## src/rtl/hilo_mul_ctrl_pkg.sv

```systemverilog
// ----------------------------------------------------------------------------
// hilo_mul_ctrl_pkg
// Shared definitions for the HI/LO multiply controller:
//   - op_code values for the HI/LO-class operations presented by EXE
//   - controller state encoding
//   - small decode helper used by the controller
// ----------------------------------------------------------------------------
package hilo_mul_ctrl_pkg;

  // HI/LO-class operation codes carried on op_code
  localparam logic [2:0] OP_MULT  = 3'd0;
  localparam logic [2:0] OP_MULTU = 3'd1;
  localparam logic [2:0] OP_MTHI  = 3'd2;
  localparam logic [2:0] OP_MTLO  = 3'd3;
  localparam logic [2:0] OP_MFHI  = 3'd4;
  localparam logic [2:0] OP_MFLO  = 3'd5;

  // Controller state encoding
  typedef enum logic [1:0] {
    IDLE  = 2'd0,
    BUSY  = 2'd1,
    DRAIN = 2'd2
  } state_e;

  // True for the two op codes that launch the multiplier
  function automatic logic is_mult_op(input logic [2:0] code);
    return (code == OP_MULT) || (code == OP_MULTU);
  endfunction

endpackage

```

## src/rtl/hilo_mul_ctrl_if.sv

```systemverilog
// ----------------------------------------------------------------------------
// hilo_mul_ctrl_if
// Pipeline-side bundle between the EXE stage (master) and the HI/LO multiply
// controller (slave).
//   op_valid  master->slave  EXE presents an HI/LO-class op
//   op_code   master->slave  op select (see hilo_mul_ctrl_pkg)
//   op_rs     master->slave  rs value (operand 1 / MTHI / MTLO data)
//   op_rt     master->slave  rt value (operand 2)
//   flush     master->slave  exception/cancel, aborts an in-flight multiply
//   op_ready  slave->master  op taken on a cycle with op_valid & op_ready
//   mf_data   slave->master  HI or LO read data, combinational on op_code
// ----------------------------------------------------------------------------
interface hilo_mul_ctrl_if;

  logic        op_valid;
  logic [2:0]  op_code;
  logic [31:0] op_rs;
  logic [31:0] op_rt;
  logic        flush;
  logic        op_ready;
  logic [31:0] mf_data;

  modport master (
    output op_valid, op_code, op_rs, op_rt, flush,
    input  op_ready, mf_data
  );

  modport slave (
    input  op_valid, op_code, op_rs, op_rt, flush,
    output op_ready, mf_data
  );

endinterface

```

## src/rtl/hilo_mul_ctrl.sv

```systemverilog
// ----------------------------------------------------------------------------
// hilo_mul_ctrl
// EXE-stage controller for MULT/MULTU/MTHI/MTLO/MFHI/MFLO. It launches the
// sequential multiplier, holds mult_begin for the whole operation, writes the
// 64-bit product into HI/LO and stalls the pipeline while a multiply runs.
//
// Ports:
//   clk            clock, all state on rising edge
//   resetn         asynchronous active-low reset
//   pipe           pipeline bundle (op_valid/op_code/op_rs/op_rt/flush in,
//                  op_ready/mf_data out)
//   hi, lo         architectural HI/LO registers
//   mult_begin     registered start/hold to the multiplier
//   mult_unsigned  registered mode to the multiplier, 1 = unsigned
//   mult_op1/2     registered operands to the multiplier
//   mult_product   multiplier 64-bit result
//   mult_end       multiplier single-cycle done pulse
// ----------------------------------------------------------------------------
module hilo_mul_ctrl
  import hilo_mul_ctrl_pkg::*;
#(
  parameter logic [31:0] HI_RST = 32'h0000_0000,
  parameter logic [31:0] LO_RST = 32'h0000_0000
) (
  input  logic                  clk,
  input  logic                  resetn,
  hilo_mul_ctrl_if.slave        pipe,
  output logic [31:0]           hi,
  output logic [31:0]           lo,
  output logic                  mult_begin,
  output logic                  mult_unsigned,
  output logic [31:0]           mult_op1,
  output logic [31:0]           mult_op2,
  input  logic [63:0]           mult_product,
  input  logic                  mult_end
);

  state_e      state_q, state_d;
  logic [31:0] hi_q, hi_d;
  logic [31:0] lo_q, lo_d;
  logic [31:0] op1_q, op1_d;
  logic [31:0] op2_q, op2_d;
  logic        begin_q, begin_d;
  logic        unsigned_q, unsigned_d;
  logic        accept_s;
  logic        op_ready_s;
  logic [31:0] mf_data_s;

  // flush blocks acceptance even while op_ready is shown high
  assign accept_s = pipe.op_valid && (state_q == IDLE) && !pipe.flush;

  // State register
  always_ff @(posedge clk or negedge resetn) begin
    if (!resetn) begin
      state_q <= IDLE;
    end else begin
      state_q <= state_d;
    end
  end

  // Next-state logic; flush wins over mult_end while BUSY
  always_comb begin
    state_d = state_q;
    case (state_q)
      IDLE: begin
        if (accept_s && is_mult_op(pipe.op_code)) begin
          state_d = BUSY;
        end else begin
          state_d = IDLE;
        end
      end
      BUSY: begin
        if (pipe.flush) begin
          state_d = DRAIN;
        end else if (mult_end) begin
          state_d = IDLE;
        end else begin
          state_d = BUSY;
        end
      end
      // one dead cycle lets the multiplier's internal valid clear
      DRAIN:   state_d = IDLE;
      default: state_d = IDLE;
    endcase
  end

  // Pipeline-facing outputs; non-MF codes read LO so mf_data is deterministic
  always_comb begin
    op_ready_s = (state_q == IDLE);
    if (pipe.op_code == OP_MFHI) begin
      mf_data_s = hi_q;
    end else begin
      mf_data_s = lo_q;
    end
  end

  // HI/LO and multiplier-interface next values
  always_comb begin
    hi_d       = hi_q;
    lo_d       = lo_q;
    op1_d      = op1_q;
    op2_d      = op2_q;
    begin_d    = begin_q;
    unsigned_d = unsigned_q;
    case (state_q)
      IDLE: begin
        begin_d = 1'b0;
        if (accept_s) begin
          case (pipe.op_code)
            OP_MULT, OP_MULTU: begin
              op1_d      = pipe.op_rs;
              op2_d      = pipe.op_rt;
              unsigned_d = (pipe.op_code == OP_MULTU);
              begin_d    = 1'b1;
            end
            OP_MTHI: hi_d = pipe.op_rs;
            OP_MTLO: lo_d = pipe.op_rs;
            default: begin
              hi_d = hi_q;
              lo_d = lo_q;
            end
          endcase
        end else begin
          begin_d = 1'b0;
        end
      end
      BUSY: begin
        // begin must fall on the completing edge or the multiplier restarts
        if (pipe.flush) begin
          begin_d = 1'b0;
        end else if (mult_end) begin
          hi_d    = mult_product[63:32];
          lo_d    = mult_product[31:0];
          begin_d = 1'b0;
        end else begin
          begin_d = 1'b1;
        end
      end
      DRAIN:   begin_d = 1'b0;
      default: begin_d = 1'b0;
    endcase
  end

  // HI/LO and multiplier-interface registers
  always_ff @(posedge clk or negedge resetn) begin
    if (!resetn) begin
      hi_q       <= HI_RST;
      lo_q       <= LO_RST;
      op1_q      <= 32'h0000_0000;
      op2_q      <= 32'h0000_0000;
      begin_q    <= 1'b0;
      unsigned_q <= 1'b0;
    end else begin
      hi_q       <= hi_d;
      lo_q       <= lo_d;
      op1_q      <= op1_d;
      op2_q      <= op2_d;
      begin_q    <= begin_d;
      unsigned_q <= unsigned_d;
    end
  end

  assign pipe.op_ready = op_ready_s;
  assign pipe.mf_data  = mf_data_s;
  assign hi            = hi_q;
  assign lo            = lo_q;
  assign mult_begin    = begin_q;
  assign mult_unsigned = unsigned_q;
  assign mult_op1      = op1_q;
  assign mult_op2      = op2_q;

endmodule
```

## src/flat_wrapper.sv

```systemverilog
// flat-port wrapper written by rule: the top's interface ports become plain ports
module hilo_mul_ctrl_flat import hilo_mul_ctrl_pkg::*;
#(
  parameter logic [31:0] HI_RST = 32'h0000_0000,
  parameter logic [31:0] LO_RST = 32'h0000_0000
)
  (clk, resetn, hi, lo, mult_begin, mult_unsigned, mult_op1, mult_op2, mult_product, mult_end, pipe_op_valid, pipe_op_code, pipe_op_rs, pipe_op_rt, pipe_flush, pipe_op_ready, pipe_mf_data);
  hilo_mul_ctrl_if pipe_i ();
  input  logic clk;
  input  logic resetn;
  output logic [31:0] hi;
  output logic [31:0] lo;
  output logic mult_begin;
  output logic mult_unsigned;
  output logic [31:0] mult_op1;
  output logic [31:0] mult_op2;
  input  logic [63:0] mult_product;
  input  logic mult_end;
  input wire logic [$bits(pipe_i.op_valid)-1:0] pipe_op_valid;
  input wire logic [$bits(pipe_i.op_code)-1:0] pipe_op_code;
  input wire logic [$bits(pipe_i.op_rs)-1:0] pipe_op_rs;
  input wire logic [$bits(pipe_i.op_rt)-1:0] pipe_op_rt;
  input wire logic [$bits(pipe_i.flush)-1:0] pipe_flush;
  output wire logic [$bits(pipe_i.op_ready)-1:0] pipe_op_ready;
  output wire logic [$bits(pipe_i.mf_data)-1:0] pipe_mf_data;
  assign pipe_i.op_valid = pipe_op_valid;
  assign pipe_i.op_code = pipe_op_code;
  assign pipe_i.op_rs = pipe_op_rs;
  assign pipe_i.op_rt = pipe_op_rt;
  assign pipe_i.flush = pipe_flush;
  assign pipe_op_ready = pipe_i.op_ready;
  assign pipe_mf_data = pipe_i.mf_data;
  hilo_mul_ctrl #(.HI_RST(HI_RST), .LO_RST(LO_RST)) u_core (.clk(clk), .resetn(resetn), .pipe(pipe_i), .hi(hi), .lo(lo), .mult_begin(mult_begin), .mult_unsigned(mult_unsigned), .mult_op1(mult_op1), .mult_op2(mult_op2), .mult_product(mult_product), .mult_end(mult_end));
endmodule
```

## config.mk

```make
export PLATFORM = sky130hd
export DESIGN_NAME = hilo_mul_ctrl_flat
export DESIGN_NICKNAME = d
export VERILOG_FILES = /design/src/rtl/hilo_mul_ctrl_pkg.sv /design/src/rtl/hilo_mul_ctrl_if.sv /design/src/rtl/hilo_mul_ctrl.sv /design/src/flat_wrapper.sv
export SDC_FILE = /design/constraint.sdc
export NUM_CORES = 1
export LEC_CHECK = 0
export ABC_CLOCK_PERIOD_IN_PS = 2100
export BUFFER_PORTS_ARGS = -buffer_cell sky130_fd_sc_hd__buf_2
export CAP_MARGIN = 20
export CORE_UTILIZATION = 42
export DETAILED_ROUTE_END_ITERATION = 8
export GPL_TIMING_DRIVEN = 1
export PLACE_DENSITY = 0.73
export SYNTH_ARGS = -nofsm -noshare
export SYNTH_HDL_FRONTEND = slang
export SYNTH_SLANG_ARGS = --single-unit
```

## constraint.sdc

```tcl
create_clock -name clk -period 2.1 [get_ports clk]
set_clock_uncertainty 0.15 [all_clocks]
set_input_delay 0.42 -clock clk [delete_from_list [all_inputs] [get_ports clk]]
set_output_delay 0.42 -clock clk [all_outputs]
set_load 0.005 [all_outputs]
```

==> results.cfg <==
[run_status]
outcome = complete, but fails checks
violations = setup timing

[synthesis]
yosys_warnings = 0
synth_xor_area_share_pct = 0
synth_edf_count = 0
netlist_area_mm2 = 0.006066
ys_types = 19
synth.top_cells.by_count = mux2_2 (223), dfrtp_1 (131), buf_2 (11)
synth_compound_area_share_pct = 0.9901
muxShareOfSynthArea_pct = 41.93
netlist.area_leader.share_pct = 54.04
synthArstFlopShare_pct = 100.0
synth_top_family_by_area = multiplexers
synth_ff_type = dfrtp_1
ys_seq_area_share_pct = 54.04
syn_inst = 394
yosys.area_share.simple_pct = 0.9488
synth_top_area_cell = dfrtp_1
ys_ff_latch = 131
ys_top_cells_by_area = dfrtp_1 (54%), mux2_2 (41%), buf_2 (0.91%)
yosysMostFrequentCell = mux2_2
synthAdderAreaFrac_pct = 0
synth_fp_nets = 530
syn_area_per_cell_um2 = 15.40

[worst_setup_path]
worstReg2RegStart = u_core.state_q[0]$_DFF_PN0_
ff2ff_setup_slack_ns = 0.02
crit_arrival_ns = 1.55
path_max_fanout = 8
cp-startpoint = pipe_op_code[0]
r2r_cells = 4
start_kind = primary input
setup.worst_path.class = primary input to output pin
cp-end-kind = output pin
required_ns = 1.53
worstReg2RegEnd = u_core.lo[13]$_DFFE_PN0P_

[grt]
antenna_found_initial = 0
grt_first_pass_wirelength_um = 24380
grt_pass1_vias = 4665
grt_usage_pct = 21.84
grt_start_max_net_pins = 49
grt.overflow.total = 0

[timing]
slew_violations = 0
timing.hold.ws_ns = 0.09787
finalSetupViolCount = 9
final.min_clock_period_ns = 2.116
tightest_slew_ns = 0.4401
final.setup.worst_slack_ns = -0.01563
hold_viol = 0
timing.final.crit_share_pct = 100.7
tns_ns = -0.1171
fmax_ghz = 0.4727
slew_headroom_pct = 70.66
rsz0062_at_grt = true

[pwr]
p_switching_mw = 2.497
clkPwrFrac_pct = 31.8
p_int_mw = 6.998
p_comb_share_pct = 29.1
peakVddDrop_mv = 0.5882
p_per_area_mw_per_mm2 = 1061
sw_frac_of_total_pct = 26.30
pwr-share-seq_pct = 39.1
p_total_mw = 9.495
p_leak_nw = 4.332

[cells_and_area]
stdcell_count = 896
areaGrowthSynthToFinish_pct = 47.57
final_nets = 841
drive_gt1_share_pct = 79.89
antennaDiodeCount = 0

[clocking]
htreeDepth = 4
clkLatencyLatePin_ns = 0.40
cts_num_sinks = 131
cts.clk_slew.worst_paths_ns = 0.05
root_buffer = clkbuf_16
clock_path_buffers = 2
cts_tree = yes
cts_made_buffers = 17

[floorplan]
core_area_mm2 = 0.01399
dieArea_mm2 = 0.01493
io_pins = 299
initial_core_util_pct = 43.36
num_rows = 43
die_w_um = 122.2
die_y_um = 122.2

[routing]
dr.first_iter.drc_count = 210
first_pass_iters = 4
drcViolationCount = 0
ant_nets = 0
wirelength_um = 17100
num_vias = 4596
via_per_inst = 5.129
wl_per_cell_um = 19.09

[hold_path]
hold_start = pipe_op_rt[25]
min_path_cells = 2
min_path_type = primary input to register
holdPathEnd = u_core.mult_op2[25]$_DFFE_PN0P_

[placed_design]
hpwlAfterDp_um = 11330
io_buffers = 298
gp_congestion = 0.7701
placed_cells = 859

[flow_run]
drv_cap = 0
-- timing repair --
item,in CTS,in global routing
hold buffers,1,0
pin swaps,1,2
gates resized for setup,6,70
cloned,1,3
endpoints found under the hold margin,27,0
setup endpoints to repair,32,64
setup buffers,1,1
-- cell usage in the layout (no fill, tap or decap), types with 2 or more instances in the layout --
cell type     n
a2111oi_4     2
buf_12        7
buf_16        2
buf_2       262
buf_4         5
buf_6        33
buf_8         2
bufinv_16     3
clkbuf_16    20
clkbuf_8      4
clkinv_2      3
clkinvlp_4    2
dfrtp_1     131
mux2_1        2
mux2_2      191
mux2_4       32
nor2_1        3
-- worst max-delay path: stages --
cell       delay, ns
buf_8           0.10
nor3b_4         0.22
buf_12          0.17
clkbuf_16       0.20
mux2_4          0.31
buf_6           0.12
-- registers in the layout, indices dropped and copies added, names as in the netlist --
register / flops
u_core.mult_op2: 32
u_core.mult_op1: 32
u_core.mult_unsigned: 1
u_core.state_q: 2
u_core.hi: 32
u_core.lo: 32
-- cell families (layout without fill, tap and decap cells) --
family                 after synthesis  count (layout)
buffers and inverters               24             346
AOI/OAI and AO/OA                    3               3
DFF                                131             131
and+or+nand+nor                     10              10
muxes                              226             226
-- power groups by stage --
stage                     combinational (mW)  clock [mW]  sequential (mW)
after floorplan                        0.994           0             3.70
after global placement                  2.28           0             3.67
after detailed placement                2.34           0             3.72
after CTS                               2.37        3.07             3.70
after global routing                    3.00        3.18             3.80
final                                   2.76        3.02             3.71
-- layer usage --
| metal | GRT usage [%] | part of all wire, % |
|---|---|---|
| met5 | 0 | 0 |
| met4 | 8.613 | 2.3 |
| met3 | 5.712 | 5.9 |
| met2 | 39.30 | 52 |
| met1 | 24.46 | 40 |
-- area by class of cell --
class,instances,area (um2)
clock buffer,21,480.5
clock inverter,9,128.9
fill,1056,5037
inverter,1,3.754
multi-input combinational,239,2804
sequential,131,3278
tap,180,225.2
timing repair buffer,315,2031
-- worst max path at each step --
stage                                            to
after floorplan                    pipe_mf_data[10]
final                              pipe_mf_data[28]
after CTS                          pipe_mf_data[18]
after global placement    u_core.hi[30]$_DFFE_PN0P_
after detailed placement   u_core.hi[7]$_DFFE_PN0P_
after global routing               pipe_mf_data[13]
-- per-stage QoR --
stage / setup WS (ns) / instance area [um2] / util, %
floorplan: -0.05064 / 6066 / -
global placement: -0.1155 / 7850 / 56.12
detailed placement: -0.1478 / 7850 / 56.12
CTS: -0.02348 / 8539 / 61.05
global route: -0.05457 / 8951 / 63.99
finish: -0.01563 / 8951 / 63.99
No activity file was read; power rests on OpenSTA's default activity.
